## config.mk

```make
export PLATFORM = sky130hd
export DESIGN_NAME = xnor_gate_3in
export DESIGN_NICKNAME = d
export VERILOG_FILES = /design/src/rtl/xnor_gate_3in.sv
export SDC_FILE = /design/constraint.sdc
export NUM_CORES = 1
export LEC_CHECK = 0
export ABC_AREA = 0
export BUFFER_PORTS_ARGS = -buffer_cell sky130_fd_sc_hd__buf_2
export CAP_MARGIN = 40
export CORE_ASPECT_RATIO = 0.9
export CORE_MARGIN = 4
export CORE_UTILIZATION = 45
export CTS_CLUSTER_DIAMETER = 60
export DETAILED_ROUTE_END_ITERATION = 7
export MAX_ROUTING_LAYER = met4
export PLACE_DENSITY = 0.7
export SLEW_MARGIN = 5
export SYNTH_ARGS = -nofsm -noshare
export SYNTH_HDL_FRONTEND = slang
export SYNTH_SLANG_ARGS = --single-unit
```

## constraint.sdc

```tcl
create_clock -name clk -period 2.83 [get_ports clk]
set_input_delay 0.1415 -clock clk [delete_from_list [all_inputs] [get_ports clk]]
set_output_delay 0.1415 -clock clk [all_outputs]
set_load 0.05 [all_outputs]
```

## src/rtl/xnor_gate_3in.sv

```systemverilog
// -----------------------------------------------------------------------------
// xnor_gate_3in
//
// Purpose:
//   Pipelined 3-input bitwise XNOR (even-parity) stage with a valid qualifier
//   and a saturating hit counter for debug/coverage.
//     r[i] = ~(din_a[i] ^ din_b[i] ^ din_c[i])   (1 when an even number of 1s)
//
// Build option:
//   XNOR3_BYPASS_EN  - when defined, dout/dout_valid are driven combinationally
//                      (zero latency) and forced to 0 while rst_n is low.
//                      hit_cnt stays registered in both builds.
//                      When undefined (default), dout/dout_valid are registered
//                      with one cycle of latency.
//
// Parameters:
//   WIDTH  - bit width of each operand and of dout (>= 1)
//   CNT_W  - width of the saturating hit counter (>= 2)
//
// Ports:
//   clk        in   rising-edge clock
//   rst_n      in   asynchronous active-low reset
//   din_valid  in   qualifies din_a/b/c this cycle
//   din_a/b/c  in   operands [WIDTH-1:0]
//   cnt_clr    in   synchronous clear of hit_cnt (wins over increment)
//   dout       out  bitwise XNOR result [WIDTH-1:0]
//   dout_valid out  dout holds a freshly computed result
//   hit_cnt    out  accepted samples with result bit 0 = 1, saturating
// -----------------------------------------------------------------------------
module xnor_gate_3in #(
  parameter int WIDTH = 1,
  parameter int CNT_W = 16
) (
  input  logic             clk,
  input  logic             rst_n,
  input  logic             din_valid,
  input  logic [WIDTH-1:0] din_a,
  input  logic [WIDTH-1:0] din_b,
  input  logic [WIDTH-1:0] din_c,
  input  logic             cnt_clr,
  output logic [WIDTH-1:0] dout,
  output logic             dout_valid,
  output logic [CNT_W-1:0] hit_cnt
);

  localparam logic [CNT_W-1:0] CNT_MAX = '1;
  localparam logic [CNT_W-1:0] CNT_ONE = {{(CNT_W-1){1'b0}}, 1'b1};

  logic [WIDTH-1:0] w_r;
  logic             w_hit;
  logic [CNT_W-1:0] r_hit_cnt;

  assign w_r = ~(din_a ^ din_b ^ din_c);

  // Qualify with din_valid first so X/Z data on idle cycles cannot reach
  // the counter enable.
  assign w_hit = din_valid & w_r[0];

  // Saturating hit counter; clear has priority over a same-cycle increment.
  always_ff @(posedge clk or negedge rst_n) begin
    if (!rst_n) begin
      r_hit_cnt <= '0;
    end else if (cnt_clr) begin
      r_hit_cnt <= '0;
    end else if (w_hit && (r_hit_cnt != CNT_MAX)) begin
      r_hit_cnt <= r_hit_cnt + CNT_ONE;
    end
  end

  assign hit_cnt = r_hit_cnt;

`ifdef XNOR3_BYPASS_EN
  // Zero-latency path. dout is also gated by din_valid so that X/Z on idle
  // data inputs never shows up on the output.
  assign dout       = (rst_n && din_valid) ? w_r : '0;
  assign dout_valid = rst_n & din_valid;
`else
  logic [WIDTH-1:0] r_dout;
  logic             r_dout_valid;

  // dout only loads on valid cycles and otherwise holds; dout_valid is a
  // one-cycle strobe that follows din_valid.
  always_ff @(posedge clk or negedge rst_n) begin
    if (!rst_n) begin
      r_dout       <= '0;
      r_dout_valid <= 1'b0;
    end else begin
      if (din_valid) begin
        r_dout <= w_r;
      end
      r_dout_valid <= din_valid;
    end
  end

  assign dout       = r_dout;
  assign dout_valid = r_dout_valid;
`endif

endmodule

```

==> results.json <==
{
  "final_period_minus_worst_setup_slack_ns": 2.02,
  "crit_start": "hit_cnt[0]",
  "synth_cells": 96,
  "dieArea_mm2": 0.00297,
  "setup_tns_ns": 0,
  "clk_path_buf_depth": 2,
  "critPathKind": "register to register",
  "antenna_found_initial": 0,
  "rsz0062_at_grt": "false",
  "finalSetupViolations": 0,
  "die_h_um": 52.1,
  "clock_latency_ns": 0.29,
  "hold_class": "input pin to register",
  "first_iter_violations": 8,
  "finalWeightedCongestion": 0.875,
  "ir_drop_uv": 256,
  "end_kind": "register",
  "run_status": "complete, no violations",
  "floorplan.initialDensity_pct": 48.9,
  "dp_hpwl_mm": 1.52,
  "worstPathArrival_ns": 2.20,
  "critPathLaunchType": "register",
  "synth_nets": 104,
  "die_x_um": 57.0,
  "grt_pass1_vias": 814,
  "fillers": 190,
  "drv_cap": 0,
  "cts_made_buffers": 3,
  "regToRegStartpoint": "hit_cnt[0]",
  "final_common_cell": "buf_2",
  "hold_buffers": 2,
  "tightest_slew_ns": 0.414,
  "synth-seq-cells": 18,
  "slew_viol_final": 0,
  "finalHoldViolations": 0,
  "drc_errors": 0,
  "grtUsageTotal_pct": 15.8,
  "path_max_fanout": 7,
  "worstHoldStart": "cnt_clr",
  "drtAntennaViolNets": 0,
  "boundaryPins": 25,
  "cts-resized-gates": 0,
  "num_antenna_cells": 0,
  "design.core.area_mm2": 0.00199,
  "cts_tree": "done",
  "post_cts_buffers": 0,
  "ys.warnings.count": 0,
  "grt-ovfl-total": 0,
  "drtPass1Iterations": 4,
  "syn_area_um2": 972,
  "required_ns": 3.01,
  "grt_pass1_wl_mm": 3.57,
  "h-tree-depth": 1,
  "port_buffers": 24,
  "hold_path_depth": 2,
  "slew_headroom_pct": 72.2,
  "powerDensity_mw_per_mm2": 391,
  "vias": 784,
  "p_leak_uw": 0.000564,
  "avgRoutedWirePerCell_um": 13.8,
  "fin_crit_sh_pct": 71.3,
  "synth-edff-count": 0,
  "ys_seq_area_share_pct": 46.3,
  "grt_max_degree": 21,
  "via_per_inst": 5.30,
  "drive_above_1_share_pct": 27.6,
  "layout-area-overhead-vs-synth_pct": 19.2,
  "core.rowCount": 15,
  "yosys.cell_types.count": 29,
  "cts.clk_slew.worst_paths_ns": 0.10,
  "clock-sinks": 18,
  "fmax_ghz": 0.495,
  "reg2regPathDepth": 6,
  "clock-skew-final_ns": 0.00760,
  "synthArstFlopShare_pct": 100,
  "final_cell_mix": "buf_2, nor2_1, dfrtp_1",
  "root_buffer": "clkbuf_4",
  "wirelength_mm": 2.04,
  "p_total_uw": 453,
  "avgSynthCellArea_um2": 10.1,
  "synth_flop_cell": "dfrtp_1",
  "nets": 133
}
-- cell families after synthesis --
group / share of synthesized area [%]
simple gates: 31.3
flops: 46.3
xor+xnor: 11.3
compound gates: 3.99
buf+inv: 1.93
mux: 3.86
fa+ha+maj: 1.29
-- synthesized netlist by cell type (2+ instances only) --
master	number	area, um2
nor2b_1	4	25.0
xnor2_1	9	78.8
nand2_1	5	18.8
nor2_1	18	67.6
inv_1	3	11.3
clkbuf_1	2	7.51
mux2_2	2	22.5
dfrtp_1	18	450
nor3b_1	2	15.0
nand4_1	4	25.0
nor3_1	5	25.0
nand3_1	4	20.0
o21ai_0	3	15.0
nor4b_1	2	17.5
-- cell type report --
cell class / instances / area [um2] / area share (%)
clock buffers: 3 / 22.5 / 1.94
inverters: 3 / 11.3 / 0.972
multi-input cells: 73 / 503 / 43.4
flip-flops and latches: 18 / 450 / 38.9
well taps: 25 / 31.3 / 2.70
repair buffers: 26 / 140 / 12.1
-- critical path: stages, from the launching register on --
cell     delay [ns]
dfrtp_1        0.42
ha_1           0.22
nand4_1        0.16
nor4_4         0.48
nor2_2         0.16
and2b_4        0.20
mux2_4         0.29
-- per-stage QoR --
stage	worst slack (ns)	hold WS, ns	cells	util (%)	instance area (um2)
final	0.811	0.233	148	58.2	1160
after CTS	0.798	0.228	148	58.2	1160
after floorplan	0.600	-0.154	96	-	972
after detailed placement	0.820	0.0939	143	56.1	1120
after global routing	0.689	0.246	148	58.2	1160
after global placement	0.895	0.0964	143	56.1	1120
-- worst paths after layout --
path / to / slack, ns
setup / recovery: hit_cnt[9] / 0.81
hold reg to reg: dout / 0.53
max in group asynchronous: hit_cnt[14] / 2.24
min in group asynchronous: hit_cnt[8] / 0.29
setup reg to reg: hit_cnt[9] / 0.81
hold / removal: hit_cnt[5] / 0.23
-- layer usage --
metal | global-route usage (%) | wire, um
met3 | 5.46 | 97
met5 | - | 0
met4 | 1.16 | 10
met1 | 18.3 | 917
met2 | 27.9 | 1010
-- state kept, by name (all words and copies together) (netlist names) --
register,cells
dout_valid,1
hit_cnt,16
dout,1
-- where the power goes --
| group | switching, uW | internal [uW] | total [uW] |
|---|---|---|---|
| combinational | 43.4 | 18.4 | 61.8 |
| clock | 74.4 | 49.5 | 124 |
| sequential | 4.21 | 263 | 267 |
| total | 122 | 331 | 453 |
(Power assumes the default switching activity.)
